### src/rtl/perceptron_pkg.sv
// rtl/perceptron_pkg.sv - perceptron trainer state encoding, target codes and saturating helpers
package perceptron_pkg;

  typedef enum logic [2:0] {
    ST_IDLE,
    ST_WAIT,
    ST_SUM,
    ST_CHECK,
    ST_UPDATE,
    ST_DONE
  } state_e;

  localparam logic [1:0] T_POS = 2'b01;
  localparam logic [1:0] T_NEG = 2'b11;

  // Wide scratch type: holds any W_W x aligned-x product without overflow.
  localparam int ACC_W = 48;
  typedef logic signed [ACC_W-1:0] acc_t;

  function automatic acc_t sat_add(input acc_t a, input acc_t b, input int w);
    acc_t s;
    acc_t hi;
    acc_t lo;
    acc_t r;
    s  = a + b;
    hi = (acc_t'(1) <<< (w - 1)) - acc_t'(1);
    lo = -hi - acc_t'(1);
    if (s > hi) begin
      r = hi;
    end else if (s < lo) begin
      r = lo;
    end else begin
      r = s;
    end
    return r;
  endfunction

  function automatic acc_t align_x(input acc_t x, input int sh);
    return x <<< sh;
  endfunction

endpackage

### src/rtl/perceptron_mac.sv
// rtl/perceptron_mac.sv - combinational acc + ((coef * x) >>> FRAC) with saturation to W_W bits
module perceptron_mac
  import perceptron_pkg::*;
#(
  parameter int W_W  = 14,
  parameter int XA_W = 9,
  parameter int FRAC = 6
) (
  input  logic signed [W_W-1:0]  acc_i,
  input  logic signed [W_W-1:0]  coef_i,
  input  logic signed [XA_W-1:0] x_i,
  output logic signed [W_W-1:0]  sum_o
);

  acc_t acc_e;
  acc_t coef_e;
  acc_t x_e;
  acc_t prod;

  assign acc_e  = {{(ACC_W-W_W){acc_i[W_W-1]}}, acc_i};
  assign coef_e = {{(ACC_W-W_W){coef_i[W_W-1]}}, coef_i};
  assign x_e    = {{(ACC_W-XA_W){x_i[XA_W-1]}}, x_i};
  assign prod   = coef_e * x_e;

  // Arithmetic shift floors toward minus infinity before the saturating add.
  assign sum_o  = W_W'(sat_add(acc_e, prod >>> FRAC, W_W));

endmodule

### src/rtl/perceptron_trainer_n.sv
// rtl/perceptron_trainer_n.sv - perceptron training engine with streaming samples and one MAC per cycle
module perceptron_trainer_n
  import perceptron_pkg::*;
#(
  parameter int                 N_IN      = 2,
  parameter int                 X_W       = 7,
  parameter int                 X_FRAC    = 4,
  parameter int                 W_W       = 14,
  parameter int                 FRAC      = 6,
  parameter logic signed [W_W-1:0] ALPHA  = 14'sd24,
  parameter int                 MAX_EPOCH = 16,
  localparam int                EP_W      = $clog2(MAX_EPOCH + 1)
) (
  input  logic                  clk_i,
  input  logic                  rst_i,
  input  logic                  start_i,
  input  logic                  train_en_i,
  input  logic                  s_valid_i,
  output logic                  s_ready_o,
  input  logic [N_IN*X_W-1:0]   s_x_i,
  input  logic [1:0]            s_t_i,
  input  logic                  s_last_i,
  output logic [N_IN*W_W-1:0]   w_flat_o,
  output logic [W_W-1:0]        b_o,
  output logic                  y_valid_o,
  output logic [1:0]            y_sign_o,
  output logic                  busy_o,
  output logic                  done_o,
  output logic                  converged_o,
  output logic [EP_W-1:0]       epoch_cnt_o
);

  localparam int XA_RAW = X_W + FRAC - X_FRAC;
  localparam int XA_W   = (XA_RAW > FRAC + 2) ? XA_RAW : FRAC + 2;
  localparam int STEP_W = $clog2(N_IN + 1);
  localparam logic signed [XA_W-1:0] X_ONE = XA_W'(1 << FRAC);

  state_e state_q, state_d;

  logic signed [W_W-1:0]  w_q [N_IN];
  logic signed [W_W-1:0]  b_q;
  logic signed [W_W-1:0]  yin_q;
  logic signed [X_W-1:0]  x_q [N_IN];
  logic signed [XA_W-1:0] x_al [N_IN];
  logic                   t_neg_q;
  logic                   last_q;
  logic                   train_q;
  logic                   upd_q;
  logic                   done_q;
  logic                   conv_q;
  logic [STEP_W-1:0]      step_q;
  logic [EP_W-1:0]        epoch_q;

  logic signed [W_W-1:0]  alpha_t;
  logic signed [W_W-1:0]  mac_acc;
  logic signed [W_W-1:0]  mac_coef;
  logic signed [XA_W-1:0] mac_x;
  logic signed [W_W-1:0]  mac_sum;
  acc_t                   x_ext;

  logic last_step;
  logic err;
  logic upd_eff;
  logic epoch_hit;
  logic sample_end;
  logic epoch_end;
  logic finish;

  assign last_step  = (step_q == STEP_W'(N_IN));
  assign err        = (yin_q == '0) | (yin_q[W_W-1] ^ t_neg_q);
  assign alpha_t    = t_neg_q ? -ALPHA : ALPHA;
  assign upd_eff    = upd_q | (state_q == ST_UPDATE);
  assign epoch_hit  = ((32'(epoch_q) + 1) == MAX_EPOCH);
  assign sample_end = ((state_q == ST_CHECK) && !(train_q && err)) ||
                      ((state_q == ST_UPDATE) && last_step);
  assign epoch_end  = sample_end && last_q;
  assign finish     = last_q && (!train_q || !upd_eff || epoch_hit);

  always_comb begin
    x_ext = '0;
    for (int i = 0; i < N_IN; i++) begin
      x_ext   = {{(ACC_W-X_W){x_q[i][X_W-1]}}, x_q[i]};
      x_al[i] = XA_W'(align_x(x_ext, FRAC - X_FRAC));
    end
  end

  // Step 0 addresses the bias; feeding x = 1.0 lets the same MAC do plain adds.
  always_comb begin
    mac_coef = (state_q == ST_SUM) ? b_q : alpha_t;
    mac_x    = X_ONE;
    mac_acc  = (state_q == ST_SUM) ? yin_q : b_q;
    for (int i = 0; i < N_IN; i++) begin
      if (step_q == STEP_W'(i + 1)) begin
        mac_coef = (state_q == ST_SUM) ? w_q[i] : alpha_t;
        mac_x    = x_al[i];
        mac_acc  = (state_q == ST_SUM) ? yin_q : w_q[i];
      end
    end
  end

  perceptron_mac #(
    .W_W  (W_W),
    .XA_W (XA_W),
    .FRAC (FRAC)
  ) u_mac (
    .acc_i  (mac_acc),
    .coef_i (mac_coef),
    .x_i    (mac_x),
    .sum_o  (mac_sum)
  );

  always_ff @(posedge clk_i) begin
    if (rst_i) begin
      state_q <= ST_IDLE;
    end else begin
      state_q <= state_d;
    end
  end

  always_comb begin
    state_d = state_q;
    case (state_q)
      ST_IDLE, ST_DONE: if (start_i) state_d = ST_WAIT;
      ST_WAIT:          if (s_valid_i) state_d = ST_SUM;
      ST_SUM:           if (last_step) state_d = ST_CHECK;
      ST_CHECK: begin
        if (train_q && err) begin
          state_d = ST_UPDATE;
        end else begin
          state_d = finish ? ST_DONE : ST_WAIT;
        end
      end
      ST_UPDATE:        if (last_step) state_d = finish ? ST_DONE : ST_WAIT;
      default:          state_d = ST_IDLE;
    endcase
  end

  always_comb begin
    s_ready_o = (state_q == ST_WAIT);
    y_valid_o = (state_q == ST_CHECK);
    y_sign_o  = yin_q[W_W-1] ? T_NEG : T_POS;
    busy_o    = (state_q != ST_IDLE) && (state_q != ST_DONE);
    w_flat_o  = '0;
    for (int i = 0; i < N_IN; i++) begin
      w_flat_o[i*W_W +: W_W] = w_q[i];
    end
  end

  assign b_o         = b_q;
  assign done_o      = done_q;
  assign converged_o = conv_q;
  assign epoch_cnt_o = epoch_q;

  always_ff @(posedge clk_i) begin
    if (rst_i) begin
      for (int i = 0; i < N_IN; i++) begin
        w_q[i] <= '0;
        x_q[i] <= '0;
      end
      b_q     <= '0;
      yin_q   <= '0;
      t_neg_q <= 1'b0;
      last_q  <= 1'b0;
      train_q <= 1'b0;
      upd_q   <= 1'b0;
      done_q  <= 1'b0;
      conv_q  <= 1'b0;
      step_q  <= '0;
      epoch_q <= '0;
    end else begin
      case (state_q)
        ST_IDLE, ST_DONE: begin
          if (start_i) begin
            for (int i = 0; i < N_IN; i++) begin
              w_q[i] <= '0;
            end
            b_q     <= '0;
            epoch_q <= '0;
            upd_q   <= 1'b0;
            done_q  <= 1'b0;
            conv_q  <= 1'b0;
            train_q <= train_en_i;
          end
        end
        ST_WAIT: begin
          if (s_valid_i) begin
            for (int i = 0; i < N_IN; i++) begin
              x_q[i] <= s_x_i[i*X_W +: X_W];
            end
            t_neg_q <= (s_t_i == T_NEG);
            last_q  <= s_last_i;
            yin_q   <= '0;
            step_q  <= '0;
          end
        end
        ST_SUM: begin
          yin_q  <= mac_sum;
          step_q <= last_step ? '0 : step_q + 1'b1;
        end
        ST_UPDATE: begin
          upd_q <= 1'b1;
          if (step_q == '0) b_q <= mac_sum;
          for (int i = 0; i < N_IN; i++) begin
            if (step_q == STEP_W'(i + 1)) w_q[i] <= mac_sum;
          end
          step_q <= last_step ? '0 : step_q + 1'b1;
        end
        default: ;
      endcase
      // Placed after the case so clearing upd_q at an epoch boundary wins over UPDATE setting it.
      if (epoch_end) begin
        epoch_q <= epoch_q + 1'b1;
        if (finish) begin
          done_q <= 1'b1;
          conv_q <= train_q && !upd_eff;
        end else begin
          upd_q <= 1'b0;
        end
      end
    end
  end

endmodule
### config.mk
export PLATFORM = sky130hd
export DESIGN_NAME = perceptron_trainer_n
export DESIGN_NICKNAME = d
export VERILOG_FILES = /design/src/rtl/perceptron_pkg.sv /design/src/rtl/perceptron_mac.sv /design/src/rtl/perceptron_trainer_n.sv
export SDC_FILE = /design/constraint.sdc
export NUM_CORES = 1
export LEC_CHECK = 0
export CAP_MARGIN = 20
export CELL_PAD_IN_SITES_DETAIL_PLACEMENT = 1
export CELL_PAD_IN_SITES_GLOBAL_PLACEMENT = 2
export CORE_ASPECT_RATIO = 0.8
export CORE_MARGIN = 5
export CORE_UTILIZATION = 44
export CTS_CLUSTER_SIZE = 12
export DETAILED_ROUTE_END_ITERATION = 16
export DONT_BUFFER_PORTS = 1
export PLACE_DENSITY_LB_ADDON = 0.1
export SLEW_MARGIN = 10
export SYNTH_ARGS = -nofsm -noshare
export SYNTH_HDL_FRONTEND = slang
export SYNTH_SLANG_ARGS = --single-unit
### constraint.sdc
create_clock -name clk_i -period 17.23 [get_ports clk_i]
set_clock_uncertainty 0.05 [all_clocks]
set_input_delay 3.446 -clock clk_i [delete_from_list [all_inputs] [get_ports clk_i]]
set_output_delay 3.446 -clock clk_i [all_outputs]
set_load 0.05 [all_outputs]
== Word-level counts from Yosys, hierarchy flattened ==
Memories as Yosys holds them, arrays and structs flattened.
Cells that the tools add are included.
Word-level totals
  flip-flop bits (word level): 44
  memory bits (writable): 42
  logic and storage cells: 145
  memories: 2
Memories
  w_q: depth 2, width 14, rd ports 2, clocked after Yosys merged registers in 0, write ports 2, line perceptron_trainer_n.sv:40  | logic signed [W_W-1:0] w_q [N_IN];
  x_q: depth 2, width 7, rd ports 2, clocked after Yosys merged registers in 0, write ports 2, line perceptron_trainer_n.sv:43  | logic signed [X_W-1:0] x_q [N_IN];
Cells by class
  add/subtract/negate cells: 4
  multiply operators: 1
  $lt $le $gt $ge: 2
  eq/ne operators: 15
  muxes and demuxes: 70
  bitwise logic cells: 9
  reductions and logical operators: 31
Operators by type and width (number)
  2-to-1 mux 14 bit: 20
  one-hot mux 14 bit (2 select lines): 2
  2-to-1 mux 1 bit: 29
  multiplier 14 x 9 -> 23 bit: 1
  adder 14 x 17 -> 18 bit: 1
  greater-than comparator 18 x 14 -> 1 bit, second input constant: 1
  < comparator 18 x 14 -> 1 bit, second input constant: 1
  2-to-1 mux 3 bit: 6
  2-to-1 mux 9 bit: 2
  2-to-1 mux 5 bit: 3
  one-hot mux 3 bit (5 select lines): 1
  logical NOT 14 bit: 1
  2-to-1 mux 7 bit: 2
  AND reduction 2 bit: 5
  nonzero test 2 bit: 5
  != test 2 bit, second input constant: 4
  bitwise OR 1 bit: 8
  logical AND 1 bit: 7
  adder 5 x 1 -> 6 bit, second input constant: 1
  equality test 3 x 2 -> 1 bit, second input constant: 2
  equality test 3 bit, second input constant: 2
  equality test 6 x 5 -> 1 bit, second input constant: 1
  2-to-1 mux 2 bit: 3
  adder 5 x 1 -> 5 bit, second input constant: 1
  other kinds (17): 23

== Depth between registers and ports, before layout ==
Gate-level depths: netlist (run 1).
  word-level depth: 11
  mapped depth: 36
  depth with buffers taken out: 32

== Modules after synthesis ==
From an unflattened synthesis (run 1), not the netlist that was laid out.
Second synthesis, totals
  cells, all modules: 1027
  area, all modules: 9238.9 µm²
Modules (own cells, without submodules)
  perceptron_mac: times used 1, cells each 612, area each 5253.8 µm², sequential area each 0.0 µm²
  perceptron_trainer_n: times used 1, cells each 415, area each 3985.1 µm², sequential area each 2142.1 µm²

== Least setup slack after synthesis (run 1) ==
OpenSTA, ideal clock, no wires.
  kind: register -> register
  start: register state_q[0]
  end: memory w_q[1][4] (netlist: w_q[0][18]), data pin
  arrival time: 7.812 ns
  required time: 16.925 ns
  path slack: 9.112 ns
  cell stages (with the launch flop): 36
  path buffers: 4
  clock period less this slack: 8.118 ns
  path through: dfxtp_1 clkbuf_1 nand2b_1 or2_2 buf_2 and2_1 clkbuf_1 a21oi_1 nor2_1 fa_1 inv_1 fa_1 inv_1 fa_1 inv_1 fa_1 fa_1 inv_1 ha_1 a211oi_1 nor2_1 o41a_1 a311oi_1 nor3_1 and2_1 o21ai_0 a221oi_1 ha_1 a21oi_1 o22ai_1 a211oi_2 xnor2_1 o31a_4 buf_12 nor2_8 nor2_1
RTL lines
  from (decl): line perceptron_trainer_n.sv:38  | state_e state_q, state_d;
  from (signal assigned): line perceptron_trainer_n.sv:116  | state_q <= state_d;
  to (decl): line perceptron_trainer_n.sv:40

==> flow_summary.toml, run 1 <==
[clocking]
tritoncts.num_buffers = 9
clkLatencyLatePin_ps = 340
clock_tree.htree_level_count = 3
post_cts_resize_count = 0
post_cts_buffers = 0
cts_tree = "yes"
cts.hold.buffers_added = 0
worst_setup_hold_path_clk_slew_ps = 60
root_buffer = "clkbuf_16"
clk_path_buf_depth = 2
clock_sinks = 86

[timing]
slew-limit-headroom_pct = 19.5
unrepaired_setup_endpoints_after_global_routing = "false"
setup_total_negative_slack_ps = 0
worstMarginPinSlew_ps = 1210
finalCritPeriodShare_pct = 56.5
post-route-min-period_ps = 9730
final_hold_violation_count = 0
timing_max_transition_violations_final = 0
setup_violations_final = 0
fmaxAchievable_mhz = 103

[global_route]
grt_pass1_wl_mm = 37.0
number_of_antenna_violations_at_the_first_check_in_global_routing = 0
gr-max-usage-layer = "met2"
first_global_vias = 6912
grt_start_max_net_pins = 50
global_route.usage.met1_pct = 30.0
globalRoute.totalOverflow = 0
gr-usage-met3_pct = 3.87
globalRouteTotalUtil_pct = 21.3
groute.layer.met2.usage_pct = 35.0

[layout]
antennaDiodeCount = 0
filler_cell_count = 2206
design.final.nets = 1083
drive_gt1_share_pct = 7.08
area_delta_synth_final_pct = 5.95

[die]
die_height_um = 134
die_x_um = 165
core_area_um2 = 18900
ios = 76
initial_utilization_pct = 44.6
die_area_um2 = 22100
fp-row-count = 45

[worst_setup_path]
timing.rr.end = "w_q[0][19]"
cp_data_required_time_ps = 17350
path_max_fanout = 49
critPathCaptureType = "register"
worstSetupStartpointType = "register"
critical_path.slowest_cell = "dfxtp_2"
reg2reg_setup_slack_ps = 7500
worst-r2r-cell-count = 29
critPathKind = "reg2reg"
arrival_ps = 9850
critical-path-max-stage-delay_ps = 990
most_frequent_cell_on_the_critical_path = "fa_1"
worst_r2r_startpoint = "step_q[0]"

[power]
power.ir.vdd_worst_uv = 59.7
cell_int_power_uw = 404
fraction_of_power_spent_switching_nets_pct = 37.0
pwr_density_cell_nw_per_um2 = 71.6
clock_power_share_pct = 30.3
power_switching_uw = 237
leakage_nw = 4.01
total_power_uw = 640
seq_power_share_pct = 40.8
share_comb_of_total_power_pct = 28.9

[yosys]
netlist.top_cell.by_area = "fa_1"
cell_count_after_synthesis = 931
most_frequently_used_cell_type_in_the_post_synthesis_netlist = "nor2_1"
yosysWarningCount = 0
asyncSetResetFlopFracSynth_pct = 0
synth.top_cells.by_count = "nor2_1, nand2_1, fa_1"
yosys_most_used_dff = "dfxtp_1"
syn_nets = 1101
synth_edf_count = 42
syn_area_per_cell_um2 = 9.06
distinct_cell_type_count_after_synthesis = 63
synth-seq-cells = 86
synth_seq_area_share_pct = 25.4
synth.top_cells.by_area = "fa_1, edfxtp_1, ha_1"
total_standard_cell_area_after_synthesis_um2 = 8440
synth_top_area_share_pct = 17.8

[routing]
vias_per_cell = 5.55
drt_drc_violations_left = 0
wire_per_inst_um = 19.5
drt_pass1_iterations = 5
final_antenna_net_count = 0
via_count = 6527
drtIter0Drc = 265
drt_wl_total_mm = 22.9

[place]
port_buffers = 0
gp_congestion = 0.857
dpl.hpwl_mm = 18.9

[min_path]
hold_path_startpoint = "yin_q[0]"
holdCritPathClass = "reg2reg"
hold_end = "yin_q[0]"
hold-path-cell-count = 2

[status]
outcome = "finished, final reports clean"

[job]
cap_viol_max_count = 0
## stage by stage
step | instance area [µm²] | setup slack, ps | hold slack, ps | instances | util, %
final | 8940 | 7500 | 433 | 1176 | 47.3
after global routing | 8940 | 6800 | 449 | 1176 | 47.3
after CTS | 8930 | 7500 | 434 | 1175 | 47.2
after detailed placement | 8640 | 7510 | 423 | 1159 | 45.7
after global placement | 8640 | 8030 | 415 | 1159 | 45.7
after floorplan | 8440 | 9110 | 388 | 931 | -
## worst max-delay path, delay by kind of cell (launching register included)
| family | cells | cell delay (ps) |
|---|---|---|
| xor gates and xnor gates | 1 | 180 |
| buffers and inverters | 4 | 190 |
| adders and majority gates | 7 | 3350 |
| and+or+nand+nor | 7 | 1960 |
| AOI/OAI and AO/OA | 10 | 2800 |
| DFF | 1 | 990 |
## cells in the final DEF, fill, tap and decap left out, types with 20 or more instances in the layout
| cell | netlist | layout |
|---|---|---|
| fa_1 | 75 | 75 |
| inv_1 | 66 | 66 |
| o21ai_1 | 21 | 22 |
| ha_1 | 73 | 73 |
| and2_1 | 25 | 25 |
| xnor2_1 | 24 | 24 |
| nand2_1 | 100 | 100 |
| dfxtp_1 | 44 | 43 |
| a211oi_1 | 20 | 20 |
| mux2i_1 | 20 | 20 |
| nor2_1 | 135 | 134 |
| edfxtp_1 | 42 | 42 |
| nor2b_1 | 24 | 24 |
| a21oi_1 | 59 | 59 |
## cell families after synthesis
kind of cell / after synthesis / share of synthesized area (%)
AOI/OAI and AO/OA: 182 / 14.2
xor gates and xnor gates: 32 / 3.32
adders and majority gates: 148 / 28.6
buffers and inverters: 104 / 5.23
DFF: 86 / 25.4
muxes: 21 / 2.51
other: 1 / 0.0444
and+or+nand+nor: 357 / 20.7
## sequential cells by signal, indices dropped and copies added (netlist names)
| register | cells |
|---|---|
| b_o | 14 |
| converged_o | 1 |
| done_o | 1 |
| epoch_cnt_o | 5 |
| last_q | 1 |
| state_q | 3 |
| step_q | 2 |
| t_neg_q | 1 |
| train_q | 1 |
| upd_q | 1 |
| w_q | 28 |
| x_q | 14 |
| yin_q | 14 |
## worst max-delay path by stage
| stage | from | endpoint | slack, ps | cells past startpoint |
|---|---|---|---|---|
| after floorplan | state_q[0] | w_q[0][18] | 9110 | 35 |
| after global placement | step_q[0] | w_q[0][15] | 8030 | 29 |
| after detailed placement | step_q[0] | w_q[0][19] | 7510 | 29 |
| after CTS | step_q[0] | w_q[0][15] | 7500 | 29 |
| after global routing | step_q[0] | w_q[0][16] | 6800 | 29 |
| final | step_q[0] | w_q[0][19] | 7500 | 29 |
## metal layers
metal | part of all wire (%) | vias up
met5 | 0 | -
met2 | 47 | 126
met4 | 0.93 | 0
met1 | 47 | 3253
met3 | 4.6 | 20
li1 | - | 3128
## power by group through the flow
| stage | logic, mW | registers, mW | clock network, mW |
|---|---|---|---|
| floorplan | 0.155 | 0.258 | 0 |
| global placement | 0.180 | 0.265 | 0 |
| detailed placement | 0.186 | 0.266 | 0 |
| CTS | 0.187 | 0.261 | 0.198 |
| global route | 0.204 | 0.263 | 0.207 |
| finish | 0.185 | 0.261 | 0.194 |
## final cells by class
cell class                 count  area [µm²]  share of cell area, %
clock inverter                 4        28.8                  0.322
tap                          258         323                   3.61
inverter                      66         248                   2.77
sequential                    86        2140                   24.0
timing repair buffer           9        67.6                  0.756
multi-input combinational    741        5860                   65.6
clock buffer                  12         268                   2.99
(Power assumes the default switching activity.)
==> run 2, diff against run 1 <==
CORE_UTILIZATION = 41   (was 44)
clock period = 9.4 ns   (was 17.23 ns; I/O delays follow)
==> run 2 against run 1 <==
Register-to-register slack got worse by 7000 ps. Count of clock-buffer cells in the layout decreased by 1. Critical path depth up 1. Combinational power is 93% higher. Sequential power grew 80%. Via count rose by 1.8%. Hold slack worse by 25 ps. Routed wire length rose by 4.6%. First-iteration DRC count rose by 16%. Sequential cell count did not move. Cell count grew 2.5%. Power increased by 86%. Largest power group unchanged.
==> flow_summary.toml, run 2 (synthesized netlist as in run 1, its figures left out) <==
[layout]
area_delta_synth_final_pct = 7.99
post-route-util_pct = 44.5
layout_commonest_cell = "nor2_1"
layout.cell_area.non_filler_um2 = 9110
design.final.nets = 1101
drive_gt1_share_pct = 9.40
antennaDiodeCount = 0
largest_register_ffs = 28
filler_cell_count = 2381
largest-register = "w_q"
most_frequent_cells_in_the_layout = "nor2_1, nand2_1, fa_1, ha_1, inv_1"

[job]
cap_viol_max_count = 0

[timing]
setup_violations_final = 0
final_hold_violation_count = 0
timing_max_transition_violations_final = 0
finalCritPeriodShare_pct = 94.2
unrepaired_setup_endpoints_after_global_routing = "false"
worstMarginPinSlew_ps = 1080
slew-limit-headroom_pct = 27.8
post-route-min-period_ps = 8850
setup_total_negative_slack_ps = 0
fmaxAchievable_mhz = 113

[min_path]
holdCritPathClass = "reg2reg"

[die]
die_height_um = 138
die_x_um = 170
fp-row-count = 47
initial_utilization_pct = 41.2
die_area_um2 = 23600
core_area_um2 = 20500
ios = 76

[routing]
drt_drc_violations_left = 0
via_count = 6642
wire_per_inst_um = 19.9
drt_wl_total_mm = 24.0
drt_pass1_iterations = 5
drtIter0Drc = 307
vias_per_cell = 5.51
final_antenna_net_count = 0

[clocking]
clk_path_buf_depth = 2
tritoncts.num_buffers = 9
clkLatencyLatePin_ps = 350
cts.hold.buffers_added = 0
cts_tree = "yes"
root_buffer = "clkbuf_16"
clock_sinks = 86
worst_setup_hold_path_clk_slew_ps = 70
post_cts_resize_count = 0
clock_tree.htree_level_count = 3
post_cts_buffers = 0

[worst_setup_path]
critPathCaptureType = "register"
arrival_ps = 8880
cp_data_required_time_ps = 9420
most_frequent_cell_on_the_critical_path = "fa_1"
path_max_fanout = 13
critical_path.slowest_cell = "edfxtp_1"
critPathKind = "reg2reg"
worstSetupStartpointType = "register"
critical-path-max-stage-delay_ps = 630

[power]
pwr_density_cell_nw_per_um2 = 131
leakage_nw = 4.12
total_power_mw = 1.19
power.ir.vdd_worst_uv = 87.1

[status]
outcome = "finished, final reports clean"

[global_route]
number_of_antenna_violations_at_the_first_check_in_global_routing = 0
grt_start_max_net_pins = 25
global_route.usage.met1_pct = 29.8
globalRoute.totalOverflow = 0
grt_pass1_wl_mm = 38.8
gr-max-usage-layer = "met2"
first_global_vias = 7096
groute.layer.met2.usage_pct = 33.4
gr-usage-met3_pct = 3.14
globalRouteTotalUtil_pct = 20.6

[place]
gp_congestion = 0.849
port_buffers = 0
place_area_um2 = 8780
dpl.hpwl_mm = 19.7
## run 2: power breakdown
part	internal, mW	leakage (nW)	switching [mW]
clock network	0.204	0.151	0.160
registers	0.418	0.806	0.0511
logic	0.124	3.16	0.233
## run 2: final cells by class
type	count	area [µm²]	area share, %
Sequential cell	86	2140	23.5
Clock buffer	11	264	2.90
Clock inverter	5	36.3	0.398
Inverter	66	248	2.72
Tap cell	269	337	3.69
Timing Repair Buffer	27	210	2.31
Multi-Input combinational cell	741	5880	64.5
## run 2: per-stage QoR
step                      worst slack (ps)  std cells  hold WS, ps
final                                  547       1205          408
after global routing                  59.6       1205          444
after CTS                              331       1203          410
after detailed placement               378       1187          402
after global placement                 727       1187          401
after floorplan                       1280        931          388
## run 2: final timing paths
kind / start / endpoint / slack, ps / cells past startpoint
hold / removal: b_o[1] / b_o[1] / 410 / 2
setup reg to reg: w_q[0][4] / w_q[0][15] / 550 / 30
setup / recovery: w_q[0][4] / w_q[0][15] / 550 / 30
hold reg to reg: b_o[1] / b_o[1] / 410 / 2
## run 2: routing by layer
metal	vias up	wire (µm)
li1	3168	-
met5	-	0
met3	15	944
met1	3339	11500
met2	120	11300
met4	0	234
## run 2: critical path: cells and delay by family (launching register included)
family                     cells  cell delay, ps
and+or+nand+nor                7            1090
buffers and inverters          4             200
DFF                            1             630
AOI/OAI and AO/OA             11            3040
adders and majority gates      7            3340
xor gates and xnor gates       1             170
==> run 3, diff against run 2 <==
CORE_ASPECT_RATIO = 2   (was 0.8)
==> run 3 against run 2 <==
Count of clock-buffer cells in the layout fell by 2. First-iteration DRC count fell by 29%. Power rose by 0.88%. Sequential cell count did not move. Critical path depth fell by 1. Fmax rose by 0.84%. Via count rose by 0.26%. Routed wire length rose by 8.6%. Hold slack improved by 16 ps. Cell area fell by 0.12%. Critical path type unchanged. Critical endpoint is now w_q[0][17].
==> flow_summary.toml, run 3 (synthesized netlist as in run 1, its figures left out) <==
[status]
outcome = "finished, final reports clean"

[power]
leakage_nw = 4.11
pwr_density_cell_nw_per_um2 = 132
power_switching_uw = 468
fraction_of_power_spent_switching_nets_pct = 39.0
power.ir.vdd_worst_uv = 254
clock_power_share_pct = 29.6
share_comb_of_total_power_pct = 31.4
seq_power_share_pct = 39.0
cell_int_power_uw = 732

[clocking]
cts_tree = "yes"
clk_path_buf_depth = 2
root_buffer = "clkbuf_16"
clkLatencyLatePin_ps = 360
clock_sinks = 86
tritoncts.num_buffers = 9
worst_setup_hold_path_clk_slew_ps = 70
clock_tree.htree_level_count = 3

[layout]
multiInputGateArea_um2 = 5880
antennaDiodeCount = 0
layout_commonest_cell = "nor2_1"
largest_register_ffs = 28
largest-register = "w_q"
most_frequent_cells_in_the_layout = "nor2_1, nand2_1, fa_1, ha_1, inv_1"
drive_gt1_share_pct = 9.63
design.final.nets = 1100
final_cell_count_no_fill = 1201
filler_cell_count = 2405
area_delta_synth_final_pct = 7.86
layout.area.seq_um2 = 2150

[routing]
final_antenna_net_count = 0
drtIter0Drc = 219
wire_per_inst_um = 21.7
drt_pass1_iterations = 4
drt_drc_violations_left = 0
via_count = 6659
drt_wl_total_mm = 26.1
vias_per_cell = 5.54

[global_route]
globalRoute.totalOverflow = 0
first_global_vias = 7540
globalRouteTotalUtil_pct = 22.4
grt_start_max_net_pins = 32
number_of_antenna_violations_at_the_first_check_in_global_routing = 0
grt_pass1_wl_mm = 41.1

[worst_setup_path]
critPathCaptureType = "register"
timing.rr.end = "w_q[0][17]"
worst-r2r-cell-count = 29
critical_path.slowest_cell = "dfxtp_4"
most_frequent_cell_on_the_critical_path = "fa_1"
critical-path-max-stage-delay_ps = 550
cp_data_required_time_ps = 9450
critPathCapture = "w_q[0][17]"
path_max_fanout = 31
critPathKind = "reg2reg"
worstSetupStartpointType = "register"
arrival_ps = 8830
critPathLaunch = "step_q[0]"
reg2reg_setup_slack_ps = 620
worst_r2r_startpoint = "step_q[0]"

[job]
cap_viol_max_count = 0

[timing]
worstMarginPinSlew_ps = 1050
fmaxAchievable_mhz = 114
finalCritPeriodShare_pct = 93.4
final_hold_violation_count = 0
setup_total_negative_slack_ps = 0
unrepaired_setup_endpoints_after_global_routing = "false"
post-route-min-period_ps = 8780
timing_max_transition_violations_final = 0
worst_hold_slack_ps = 424
setup_violations_final = 0
slew-limit-headroom_pct = 30.0

[die]
die_height_um = 213
die_area_um2 = 23700
ios = 76
die_x_um = 111
fp-row-count = 74
initial_utilization_pct = 41.4
core_area_um2 = 20400

[min_path]
holdCritPathClass = "reg2reg"

[place]
port_buffers = 0
dpl.hpwl_mm = 22.3
dp_cells = 1185
gp_congestion = 0.910
## run 3: routing by layer
metal,global-route usage (%),vias to the layer above,part of all wire (%)
met1,20.3,3345,33
met3,3.40,53,3.0
li1,-,3152,-
met5,0,-,0
met2,46.9,109,59
met4,10.5,0,4.6
## run 3: layout make-up
class	count	area share, %
clock buffers	9	2.47
clock inverters	7	0.797
inverters	66	2.72
multi-input cells	741	64.6
flip-flops and latches	86	23.6
well taps	266	3.66
repair buffers	26	2.14
## run 3: power by group through the flow
stage               registers, mW  clock network [mW]  logic [mW]
CTS                         0.469               0.362       0.381
global placement            0.476                   0       0.372
floorplan                   0.472                   0       0.284
finish                      0.468               0.355       0.377
detailed placement          0.477                   0       0.380
global route                0.471               0.385       0.409
## run 3: critical path: cells and delay by family (launching register included)
kind / cells / cell delay, ps
adder cells (fa/ha/maj): 7 / 3370
AO/OA/AOI/OAI: 10 / 2690
AND/OR/NAND/NOR: 7 / 1390
flip-flops: 1 / 550
buffers and inverters: 3 / 160
XOR/XNOR: 1 / 150
multiplexers: 1 / 130
## run 3: worst min-delay path by stage
stage                   start         to  slack, ps  cells after the start
floorplan            yin_q[1]   yin_q[1]        390                      2
global placement    yin_q[12]  yin_q[12]        410                      2
detailed placement  yin_q[11]  yin_q[11]        410                      2
CTS                 yin_q[11]  yin_q[11]        420                      2
global route         yin_q[8]   yin_q[8]        460                      2
finish              yin_q[10]  yin_q[10]        420                      2
## run 3: repair_timing
item | in CTS | in global routing
hold buffers | 0 | 0
setup buffers | 0 | 0
endpoints found under the setup margin | 0 | 52
gates resized for setup | 0 | 8
## run 3: stage by stage
stage / instance area, µm² / total power [mW] / worst slack, ps / util [%]
6_report: 9100 / 1.20 / 620 / 44.7
5_1_grt: 9100 / 1.27 / 46.5 / 44.7
4_1_cts: 9080 / 1.21 / 243 / 44.6
3_5_place_dp: 8780 / 0.857 / 257 / 43.1
3_3_place_gp: 8780 / 0.849 / 427 / 43.1
2_1_floorplan: 8440 / 0.756 / 1280 / -
